`src/rtl/bpsk_fifo_pkg.sv`:
```
// Shared definitions for the BPSK datapath FIFO: read-mode constants, the
// acceptance encoding used by the occupancy update, and parameter helpers.
package bpsk_fifo_pkg;

  // Read-mode selector values for the FWFT parameter.
  localparam int FIFO_MODE_STD  = 0;
  localparam int FIFO_MODE_FWFT = 1;

  // Which requests were accepted this cycle: {write, read}.
  typedef enum logic [1:0] {
    OP_IDLE  = 2'b00,
    OP_READ  = 2'b01,
    OP_WRITE = 2'b10,
    OP_BOTH  = 2'b11
  } fifo_op_e;

  // Address width of the storage array (pointer width without the wrap bit).
  function automatic int ptr_width(input int depth);
    return $clog2(depth);
  endfunction

  // True for powers of two that are at least 2.
  function automatic bit is_pow2(input int value);
    return (value >= 2) && ((value & (value - 1)) == 0);
  endfunction

  // Legal parameter combination for sync_fifo_ctl.
  function automatic bit fifo_params_ok(input int depth, input int fwft,
                                        input int af_level, input int ae_level);
    return is_pow2(depth)
        && ((fwft == FIFO_MODE_STD) || (fwft == FIFO_MODE_FWFT))
        && (af_level >= 1) && (af_level <= depth)
        && (ae_level >= 0) && (ae_level <= depth - 1);
  endfunction

endpackage : bpsk_fifo_pkg

```
`src/rtl/sync_fifo_mem.sv`:
```
// FIFO storage: DEPTH x WIDTH register array with one synchronous write port
// and one asynchronous (combinational) read port.
module sync_fifo_mem
  import bpsk_fifo_pkg::*;
#(
  parameter  int DEPTH  = 8,
  parameter  int WIDTH  = 8,
  localparam int ADDR_W = ptr_width(DEPTH)
) (
  input  logic              clk_sig,
  input  logic              wr_en,
  input  logic [ADDR_W-1:0] wr_addr,
  input  logic [WIDTH-1:0]  wr_data,
  input  logic [ADDR_W-1:0] rd_addr,
  output logic [WIDTH-1:0]  rd_data
);

  logic [WIDTH-1:0] mem_q [DEPTH];

  // Write port: store the word at the write address on an accepted write.
  // NOTE: the array has no reset on purpose -- the pointers alone define which
  // entries are valid, and leaving it unreset lets it map onto plain RAM.
  always_ff @(posedge clk_sig) begin
    if (wr_en) begin
      mem_q[wr_addr] <= wr_data;
    end
  end

  // Read port is combinational so FWFT mode can present the head word directly.
  assign rd_data = mem_q[rd_addr];

endmodule : sync_fifo_mem

```
`src/rtl/sync_fifo_ctl.sv`:
```
// Synchronous FIFO controller for the BPSK datapath: wrap-bit pointers,
// occupancy count, almost-full/empty thresholds, standard or first-word-
// fall-through read mode, and sticky overflow/underflow flags.
module sync_fifo_ctl
  import bpsk_fifo_pkg::*;
#(
  parameter int DEPTH    = 8,
  parameter int WIDTH    = 8,
  parameter int FWFT     = 0,
  parameter int AF_LEVEL = DEPTH - 2,
  parameter int AE_LEVEL = 2
) (
  input  logic                   clk_sig,
  input  logic                   rst_sig,
  input  logic                   w_en_sig,
  input  logic                   r_en_sig,
  input  logic                   clr_err_sig,
  input  logic [WIDTH-1:0]       data_in,
  output logic [WIDTH-1:0]       data_out,
  output logic                   data_valid,
  output logic                   full,
  output logic                   empty,
  output logic                   almost_full,
  output logic                   almost_empty,
  output logic [$clog2(DEPTH):0] count,
  output logic                   overflow,
  output logic                   underflow
);

  localparam int PTR_W = ptr_width(DEPTH);
  localparam int CNT_W = PTR_W + 1;
  localparam logic [CNT_W-1:0] AF_CNT = CNT_W'(AF_LEVEL);
  localparam logic [CNT_W-1:0] AE_CNT = CNT_W'(AE_LEVEL);

  // Reject illegal parameter sets while elaborating.
  if (!fifo_params_ok(DEPTH, FWFT, AF_LEVEL, AE_LEVEL)) begin : g_param_check
    $error("sync_fifo_ctl: illegal parameters DEPTH=%0d FWFT=%0d AF_LEVEL=%0d AE_LEVEL=%0d",
           DEPTH, FWFT, AF_LEVEL, AE_LEVEL);
  end

  // Pointers carry one extra wrap bit to tell full from empty.
  logic [PTR_W:0]   w_ptr_q, w_ptr_d;
  logic [PTR_W:0]   r_ptr_q, r_ptr_d;
  logic [CNT_W-1:0] count_q, count_d;
  logic [WIDTH-1:0] dout_q, dout_d;
  logic             dvalid_q, dvalid_d;
  logic             overflow_q, overflow_d;
  logic             underflow_q, underflow_d;

  logic             full_c, empty_c;
  logic             w_acc, r_acc;
  fifo_op_e         op;
  logic [WIDTH-1:0] rd_data;

  // Storage array; written only on accepted writes, read at the read pointer.
  sync_fifo_mem #(
    .DEPTH (DEPTH),
    .WIDTH (WIDTH)
  ) u_mem (
    .clk_sig (clk_sig),
    .wr_en   (w_acc),
    .wr_addr (w_ptr_q[PTR_W-1:0]),
    .wr_data (data_in),
    .rd_addr (r_ptr_q[PTR_W-1:0]),
    .rd_data (rd_data)
  );

  // Status flags from the registered pointers, and request acceptance. A
  // same-cycle read never makes room for a write when full, and a same-cycle
  // write never supplies a read when empty.
  always_comb begin
    full_c  = (w_ptr_q[PTR_W] != r_ptr_q[PTR_W])
           && (w_ptr_q[PTR_W-1:0] == r_ptr_q[PTR_W-1:0]);
    empty_c = (w_ptr_q == r_ptr_q);
    w_acc   = w_en_sig & ~full_c;
    r_acc   = r_en_sig & ~empty_c;
    op      = fifo_op_e'({w_acc, r_acc});
  end

  // Next-state for pointers, occupancy, read register and error flags.
  always_comb begin
    // NOTE: every target gets a default before any branch, so no path leaves a
    // signal unassigned and no latch is inferred.
    w_ptr_d     = w_ptr_q;
    r_ptr_d     = r_ptr_q;
    count_d     = count_q;
    dout_d      = dout_q;
    dvalid_d    = 1'b0;
    overflow_d  = overflow_q;
    underflow_d = underflow_q;

    if (w_acc) begin
      w_ptr_d = w_ptr_q + 1'b1;
    end
    if (r_acc) begin
      r_ptr_d  = r_ptr_q + 1'b1;
      dout_d   = rd_data;
      dvalid_d = 1'b1;
    end

    case (op)
      OP_WRITE: count_d = count_q + 1'b1;
      OP_READ:  count_d = count_q - 1'b1;
      default:  count_d = count_q;
    endcase

    // A set condition outranks a same-cycle clear.
    if (w_en_sig && full_c) begin
      overflow_d = 1'b1;
    end else if (clr_err_sig) begin
      overflow_d = 1'b0;
    end
    if (r_en_sig && empty_c) begin
      underflow_d = 1'b1;
    end else if (clr_err_sig) begin
      underflow_d = 1'b0;
    end
  end

  // State registers; synchronous reset overrides every other input.
  always_ff @(posedge clk_sig) begin
    // NOTE: non-blocking assignments here so every register samples the
    // pre-edge values, independent of statement order.
    if (rst_sig) begin
      w_ptr_q     <= '0;
      r_ptr_q     <= '0;
      count_q     <= '0;
      dout_q      <= '0;
      dvalid_q    <= 1'b0;
      overflow_q  <= 1'b0;
      underflow_q <= 1'b0;
    end else begin
      w_ptr_q     <= w_ptr_d;
      r_ptr_q     <= r_ptr_d;
      count_q     <= count_d;
      dout_q      <= dout_d;
      dvalid_q    <= dvalid_d;
      overflow_q  <= overflow_d;
      underflow_q <= underflow_d;
    end
  end

  // Standard mode shows the registered read word; FWFT shows the head directly.
  assign data_out     = (FWFT == FIFO_MODE_STD) ? dout_q   : rd_data;
  assign data_valid   = (FWFT == FIFO_MODE_STD) ? dvalid_q : ~empty_c;
  assign full         = full_c;
  assign empty        = empty_c;
  assign count        = count_q;
  assign almost_full  = (count_q >= AF_CNT);
  assign almost_empty = (count_q <= AE_CNT);
  assign overflow     = overflow_q;
  assign underflow    = underflow_q;

endmodule : sync_fifo_ctl

```
`config.mk`:
```
export PLATFORM = sky130hd
export DESIGN_NAME = sync_fifo_ctl
export DESIGN_NICKNAME = d
export VERILOG_FILES = /design/src/rtl/bpsk_fifo_pkg.sv /design/src/rtl/sync_fifo_mem.sv /design/src/rtl/sync_fifo_ctl.sv
export SDC_FILE = /design/constraint.sdc
export NUM_CORES = 1
export LEC_CHECK = 0
export CAP_MARGIN = 15
export CELL_PAD_IN_SITES_DETAIL_PLACEMENT = 0
export CELL_PAD_IN_SITES_GLOBAL_PLACEMENT = 2
export CORE_ASPECT_RATIO = 0.8
export CORE_UTILIZATION = 45
export DETAILED_ROUTE_END_ITERATION = 12
export HOLD_SLACK_MARGIN = 0.05
export MAX_ROUTING_LAYER = met4
export PLACE_DENSITY = 0.86
export SETUP_SLACK_MARGIN = 0.2
export SLEW_MARGIN = 5
export SYNTH_ARGS = -nofsm -noshare
export SYNTH_HDL_FRONTEND = slang
export SYNTH_SLANG_ARGS = --single-unit
```
`constraint.sdc`:
```
create_clock -name clk_sig -period 5.15 [get_ports clk_sig]
set_input_delay 1.03 -clock clk_sig [delete_from_list [all_inputs] [get_ports clk_sig]]
set_output_delay 1.03 -clock clk_sig [all_outputs]
set_load 0.02 [all_outputs]
```
After elaboration in Yosys (flattened, before gate mapping)
Memory sizes are Yosys's and may differ from the RTL's. A register that Yosys moved wholly into a read port is not among the register bits.
Index checks and enable logic that the tools add are counted.
Operators by class
  $add $sub $neg: 4
  $lt $le $gt $ge: 2
  equality and inequality tests: 5
  muxes and demuxes: 7
  bitwise gates (word level): 4
  reduce and logical (&&, ||, !) cells: 6
Operator list (count)
  4-bit by 1-bit adder with 4-bit output (second input constant): 3
  4-bit one-hot mux with 2 select lines: 1
  1-bit 2-to-1 mux: 6
  2-bit nonzero test: 3
  4-bit equality test: 1
  4-bit by 3-bit >= comparator with 1-bit output (second input constant): 1
  4-bit by 2-bit less-or-equal comparator with 1-bit output (second input constant): 1
  4-bit by 1-bit subtractor with 4-bit output (second input constant): 1
  3-bit equality test: 1
  1-bit logical AND: 3
  1-bit bitwise AND: 2
  2-bit by 1-bit equality test with 1-bit output (second input constant): 1
  2-bit equality test (second input constant): 1
  1-bit NOT: 2
  1-bit inequality test: 1
Storage, ports and cells
  register bits after elaboration: 15
  memory bits (writable): 64
  input port bits: 13
  logic and storage cells: 35
  memories: 1
Memories
  u_mem.mem_q: depth 8, width 8, read ports 1, clocked after memory_dff 1, write ports 1, RTL line sync_fifo_mem.sv:18  | logic [WIDTH-1:0] mem_q [DEPTH];

Depth between registers and ports, before layout
Gate-level depths: netlist of the first run.
  word-level depth: 6
  gate-level depth with buffers: 12

Hierarchy
From an unflattened synthesis of the first run, not the netlist that was laid out.
Unflattened totals
  cells, all modules: 222
  area total of the unflattened synthesis: 3653.5 um^2
By module, submodules not included
  sync_fifo_mem: times used 1, cells each 106, area each 2531.2 um^2, seq. area each 1921.8 um^2
  sync_fifo_ctl: times used 1, cells each 116, area each 1122.3 um^2, seq. area each 460.4 um^2

Worst setup path after synthesis of the first run
OpenSTA, ideal clock, no wires.
  path kind: input port to flip-flop
  from: input r_en_sig
  to: register count_q[3] (netlist: count[3])
  library setup time: 0.070 ns
  arrival: 2.673 ns
  data required time: 5.080 ns
  setup slack: 2.406 ns
  stages on the path: 9
  path through: o41ai_4 > inv_2 > buf_2 > ha_1 > ha_1 > a21oi_1 > a21oi_1 > or4_1 > a21oi_1
On the way
  word-level cells in the longest chain between the ends: 3
  elaborated cells on any way between the ends: 5
  classes of those cells: eq/ne: 2; mux: 1; bitwise: 1; reduce/logical: 1
RTL lines
  from (decl): RTL line sync_fifo_ctl.sv:16  | input logic r_en_sig,
  1-bit bitwise AND (*): RTL line sync_fifo_ctl.sv:76  | r_acc = r_en_sig & ~empty_c;
  2-bit by 1-bit equality test with 1-bit output / 2-bit equality test (equally long branches): RTL line sync_fifo_ctl.sv:101  | case (op)
  4-bit one-hot mux with 2 select lines / 2-bit nonzero test (equally long branches)
  to (signal assigned): RTL line sync_fifo_ctl.sv:135  | count_q <= count_d;
  to (decl): RTL line sync_fifo_ctl.sv:44  | logic [CNT_W-1:0] count_q, count_d;
Mark *: on every way between the ends. The rest lies on a longest branch, timed or not.
A chain may end at the register's enable or synchronous reset.

Worst setup path in the final report of the first run
  from: register r_ptr_q[0]
  to: output full
On the way
  word-level cells in the longest chain between the ends: 2
RTL lines
  from (decl): RTL line sync_fifo_ctl.sv:43  | logic [PTR_W:0] r_ptr_q, r_ptr_d;
  from (signal assigned): RTL line sync_fifo_ctl.sv:134  | r_ptr_q <= r_ptr_d;
  3-bit equality test: RTL line sync_fifo_ctl.sv:73  | && (w_ptr_q[PTR_W-1:0] == r_ptr_q[PTR_W-1:0]);
  1-bit logical AND: RTL line sync_fifo_ctl.sv:73
  to (decl): RTL line sync_fifo_ctl.sv:21  | output logic full,
Every way passes these cells.

==> results of run 1 <==
==> synthesized netlist by cell type, types with 2 or more instances <==
library cell / count / area share, %
nand2b_1: 4 / 0.70
dfxtp_1: 23 / 13
nor2_1: 26 / 2.7
edfxtp_1: 64 / 54
xnor2_1: 2 / 0.49
o21ai_0: 2 / 0.28
mux4_1: 7 / 5.1
ha_1: 5 / 1.7
buf_2: 4 / 0.56
o41ai_4: 2 / 1.5
mux4_2: 9 / 5.7
nand2_1: 3 / 0.31
a21oi_1: 11 / 1.5
mux2i_1: 9 / 2.5
clkbuf_1: 5 / 0.52
nor4_1: 2 / 0.35
nand3_1: 2 / 0.28
inv_1: 5 / 0.52
or3_1: 2 / 0.35
xor2_1: 5 / 1.2
nor3_1: 2 / 0.28
a211oi_1: 9 / 1.9
nor2b_1: 3 / 0.52
==> worst register-to-register path, stage by stage (launching register included) <==
cell and delay [ps]:
dfxtp_1 860, xor2_2 270, o41ai_4 440, inv_2 240, ha_1 290, ha_1 320, a21oi_1 170, a21oi_1 110
or4_1 470, a21oi_1 140
==> routing by layer <==
| metal | part of all wire, % | up-vias | track usage [%] | wire length (um) |
|---|---|---|---|---|
| li1 | - | 924 | - | - |
| met1 | 48 | 900 | 21.8 | 2890 |
| met2 | 48 | 41 | 26.3 | 2840 |
| met3 | 3.5 | 2 | 5.36 | 212 |
| met4 | 0.48 | 0 | 3.91 | 29 |
| met5 | 0 | - | - | 0 |
==> cell families after synthesis <==
kind of cell,share of synthesized area [%]
compound gates,5.90
xor+xnor,2.93
fa+ha+maj,2.30
buf+inv,2.34
flops,66.5
mux,13.7
simple gates,6.35
==> final cells by class <==
type	count	area share [%]
inverter	6	0.539
tap	105	3.14
clock inverter	7	1.50
multi-input combinational	116	26.8
sequential	87	57.0
timing repair buffer	35	8.14
clock buffer	9	2.96
==> layout by cell type, fill, tap and decap left out, drive strengths merged, types with 9 or more instances in the layout <==
cell type | netlist | routed
clkbuf | 5 | 9
dfxtp | 23 | 23
a21oi | 11 | 11
clkdlybuf4s50 | 0 | 31
a211oi | 9 | 9
edfxtp | 64 | 64
nor2 | 26 | 26
mux2i | 9 | 9
inv | 6 | 10
mux4 | 16 | 16
==> where the power goes <==
part | leakage [nW] | total [W] | switching [W] | internal [W]
Clock | 0.0927 | 0.000446 | 0.000261 | 0.000185
Sequential | 0.770 | 0.000838 | 0.0000435 | 0.000794
Combinational | 0.518 | 0.000312 | 0.000161 | 0.000151
==> sequential cells by signal, summed over array words and instances, names as in the netlist <==
register	flops
count	4
underflow	1
data_valid	1
r_ptr_q	4
overflow	1
w_ptr_q	4
data_out	8
u_mem.mem_q	64
==> metrics by stage <==
| stage | util, % | power, W |
|---|---|---|
| final | 55.3 | 0.00160 |
| after detailed placement | 52.8 | 0.00117 |
| after CTS | 55.3 | 0.00161 |
| after floorplan | - | 0.00105 |
| after global routing | 55.3 | 0.00168 |
| after global placement | 52.8 | 0.00117 |
==> how the worst max path moves through the flow <==
stage	from	endpoint	slack, ps	cells past startpoint
floorplan	r_en_sig	count[3]$_SDFFE_PP0P_	2410	9
global placement	r_en_sig	count[3]$_SDFFE_PP0P_	1720	9
detailed placement	r_en_sig	count[3]$_SDFFE_PP0P_	1680	9
CTS	r_ptr_q[0]$_SDFFE_PP0P_	full	1570	3
global route	r_ptr_q[0]$_SDFFE_PP0P_	full	1420	3
finish	r_ptr_q[0]$_SDFFE_PP0P_	full	1590	3
==> impl_metrics.toml, run 1 <==
[outcome]
outcome = "complete, no violations"

[placed_design]
port_buffers = 31
dp_hpwl_um = 3910
dp_worst_setup_slack_ps = 1680
dpl.cell_count = 349
gp_congestion = 0.705
placed_area_um2 = 4000

[finish]
stdcell_area_um2 = 4180
nFillCells = 630
multiInputGateArea_um2 = 1120
antenna_cells = 0
drive_above_1_share_pct = 14.2
instances_no_fill = 365
register_area_um2 = 2380
syn_to_final_growth_pct = 16.6
nets = 274

[global_route]
grt_max_degree = 26
grt_pass1_wl_um = 9450
gr-total-overflow = 0
grt_util_all_layers_pct = 16.9
antenna_found_initial = 0
grt_pass1_vias = 1851

[routing]
ant_nets = 0
drtIter0Drc = 100
wirelength_um = 5980
wl_per_cell_um = 16.4
first_pass_iters = 4
drc = 0
viasPerCell = 5.12
vias = 1867

[run]
cap_violations = 0

[worst_setup_path]
cp-start-kind = "flop"
crit_slowest_cell = "dfxtp_1"
crit_path_cell_trace = "xor2_2, nor4_1, clkdlybuf4s50_1"
cpLargestDelayFamily = "flip-flops"
reg2regPathDepth = 9
crit_type = "flop to output pin"
crit_arrival_ps = 2530
crit_required_ps = 4120
cp_max_fo = 12
slowest_delay_ps = 860
reg2reg_slack_ps = 1740
worst-path-buf-inv = 1
r2r-end = "count[3]$_SDFFE_PP0P_"
reg2reg_from = "r_ptr_q[0]$_SDFFE_PP0P_"
critPathCaptureType = "output pin"

[worst_hold_path]
hold_start = "data_out[6]$_SDFFE_PP0P_"
hold_end = "data_out[6]$_SDFFE_PP0P_"
hold_class = "flop to flop"
whs_path_depth = 2

[sta]
fin_skew_ps = 10.9
setup_tns_ps = 0
slew_viol_final = 0
fin_crit_ps = 3560
fin_ws_ps = 1590
report.final.hold_viol_count = 0
worst_pin_slew_ps = 946
grt_setup_unrepaired = "false"
fmax_mhz = 281
whs_ps = 502
fin_crit_sh_pct = 69.2
setup_violations = 0
relSlewSlack_pct = 36.7

[die]
core_area_um2 = 7570
dieArea_um2 = 8330
die_y_um = 81.8
start_util_pct = 47.4
io_pins = 32
fp.dieW_um = 102
rows = 28

[pwr]
powerDensity_nw_per_um2 = 382
ir_worst_vdd_uv = 204
p_leak_nw = 1.38

[clock_tree]
post_cts_buffers = 0
cts.htree.levels = 3
clk_pin_slew_worst_paths_ps = 100
cts_buffers = 9
tritoncts = "yes"
post_cts_resized = 0
hold_buffers = 0
clockBufferDepth = 2
cts_sinks = 87
clk_latency_ps = 350
clock_tree.root_cell = "clkbuf_8"

[synthesis]
yosysWarnings = 0
yosysSeqAreaShare_pct = 66.5
synth_seq_cells = 87
synthesis.nets = 240
syn_avg_cell_area_um2 = 16.2
synthFlopType = "edfxtp_1"
netlist_area_um2 = 3580
synth-edff-count = 64
ys_types = 38
async_flop_share_pct = 0
postSynthCellCount = 221
Power figures use the tool's default switching activity.
==> run 2, diff against run 1 <==
- CORE_UTILIZATION: 45 -> 42
- PLACE_DENSITY: 0.86 -> 0.81
- clock period: 5.15 -> 3.7 ns (I/O delays scaled with it)
==> impl_metrics.toml, run 2 (same netlist as run 1, synthesis figures left out) <==
[global_route]
grt_pass1_wl_um = 10000
antenna_found_initial = 0
grt_util_all_layers_pct = 16.0
grt_pass1_vias = 1892
grt_max_degree = 26
gr-total-overflow = 0

[sta]
fin_crit_ps = 2910
setup_violations = 0
fin_crit_sh_pct = 78.7
slew_viol_final = 0
relSlewSlack_pct = 36.7
report.final.hold_viol_count = 0
grt_setup_unrepaired = "false"
fmax_mhz = 344
fin_ws_ps = 789
setup_tns_ps = 0
worst_pin_slew_ps = 947
fin_skew_ps = 9.43

[finish]
drive_above_1_share_pct = 15.0
final_core_util_pct = 52.6
largest_reg_flops = 64
nFillCells = 686
final_cell_mix = "64 x edfxtp_1, 31 x clkdlybuf4s50_1, 26 x nor2_1, 23 x dfxtp_1, 11 x a21oi_1"
nets = 280
syn_to_final_growth_pct = 18.7
antenna_cells = 0
stdcell_area_um2 = 4260
largest_register = "u_mem.mem_q"
final_common_cell = "edfxtp_1"
instances_no_fill = 374

[worst_setup_path]
crit_type = "flop to flop"
slowest_delay_ps = 630
crit_path_cell_trace = "xor2_4, o41ai_4, ha_1, ha_1, a21oi_1, a21oi_1, or4_1, a21oi_1"
crit_slowest_cell = "o41ai_4"
cpLargestDelayFamily = "compound AO/OA/AOI/OAI gates"
reg2reg_slack_ps = 790
crit_arrival_ps = 3170
critPathMostFrequentCell = "a21oi_1"
critPathCaptureType = "flop"
cp_max_fo = 8
worst-path-buf-inv = 0
cp-start-kind = "flop"
crit_required_ps = 3960

[clock_tree]
clockBufferDepth = 2
post_cts_buffers = 0
cts_sinks = 87
clk_latency_ps = 340
post_cts_resized = 0
cts.htree.levels = 3
clk_pin_slew_worst_paths_ps = 80
clock_tree.root_cell = "clkbuf_8"
tritoncts = "yes"
cts_buffers = 9
hold_buffers = 0

[routing]
viasPerCell = 5.03
vias = 1881
drc = 0
wirelength_um = 6210
ant_nets = 0
drtIter0Drc = 75
wl_per_cell_um = 16.6
first_pass_iters = 4

[die]
fp.dieW_um = 105
io_pins = 32
dieArea_um2 = 8910
rows = 29
core_area_um2 = 8090
die_y_um = 84.6
start_util_pct = 44.3

[placed_design]
dp_hpwl_um = 4140
gp_congestion = 0.674
dpl.cell_count = 358
dp_worst_setup_slack_ps = 697
placed_area_um2 = 4040
port_buffers = 31

[pwr]
p_leak_nw = 1.43
ir_worst_vdd_uv = 267
powerDensity_nw_per_um2 = 542

[run]
cap_violations = 0

[outcome]
outcome = "complete, no violations"

[worst_hold_path]
hold_class = "flop to flop"
run 2: cell types whose count changed in the layout (fill, tap and decap cells not counted):
cell / change
bufinv_16: +2
buf_4: +6
clkinvlp_4: -1
inv_6: -3
clkinv_1: +2
inv_8: -1
clkbuf_1: +1
run 2: path summary, 6_finish.rpt:
kind              depth (start not counted)                     start                        to
setup reg to reg                          8   w_ptr_q[1]$_SDFFE_PP0P_     count[3]$_SDFFE_PP0P_
hold / removal                            2  data_out[6]$_SDFFE_PP0P_  data_out[6]$_SDFFE_PP0P_
setup / recovery                          8   w_ptr_q[1]$_SDFFE_PP0P_     count[3]$_SDFFE_PP0P_
hold reg to reg                           2  data_out[6]$_SDFFE_PP0P_  data_out[6]$_SDFFE_PP0P_
run 2: per-stage QoR:
stage          hold WS, ps  power [W]
2_1_floorplan          482    0.00147
3_3_place_gp           488    0.00164
3_5_place_dp           490    0.00164
4_1_cts                502    0.00234
5_1_grt                528    0.00241
6_report               498    0.00231
run 2: where the power goes:
group          internal [W]  switching, W  total [W]
registers           0.00111     0.0000429    0.00115
clock network      0.000379      0.000317   0.000695
logic              0.000217      0.000246   0.000463
total               0.00170      0.000606    0.00231
run 2: worst register-to-register path, delay by kind of cell (launching register included):
kind	cells	cell delay (ps)
simple gates	1	470
compound gates	4	1050
fa+ha+maj	2	580
xor+xnor	1	170
flops	1	560
run 2: per-layer routing:
metal	share of wire (%)	global-route usage (%)
met1	47	20.5
met2	47	24.6
met3	5.7	4.50
met4	0.53	5.12
met5	0	-
run 2: final cells by class:
| cell class | count | area [um2] | share of cell area [%] |
|---|---|---|---|
| Sequential cell | 87 | 2380 | 56.0 |
| Multi-Input combinational cell | 116 | 1120 | 26.3 |
| Timing Repair Buffer | 41 | 385 | 9.05 |
| Tap cell | 108 | 135 | 3.17 |
| Clock buffer | 10 | 128 | 3.00 |
| Clock inverter | 6 | 85.1 | 2.00 |
| Inverter | 6 | 22.5 | 0.529 |
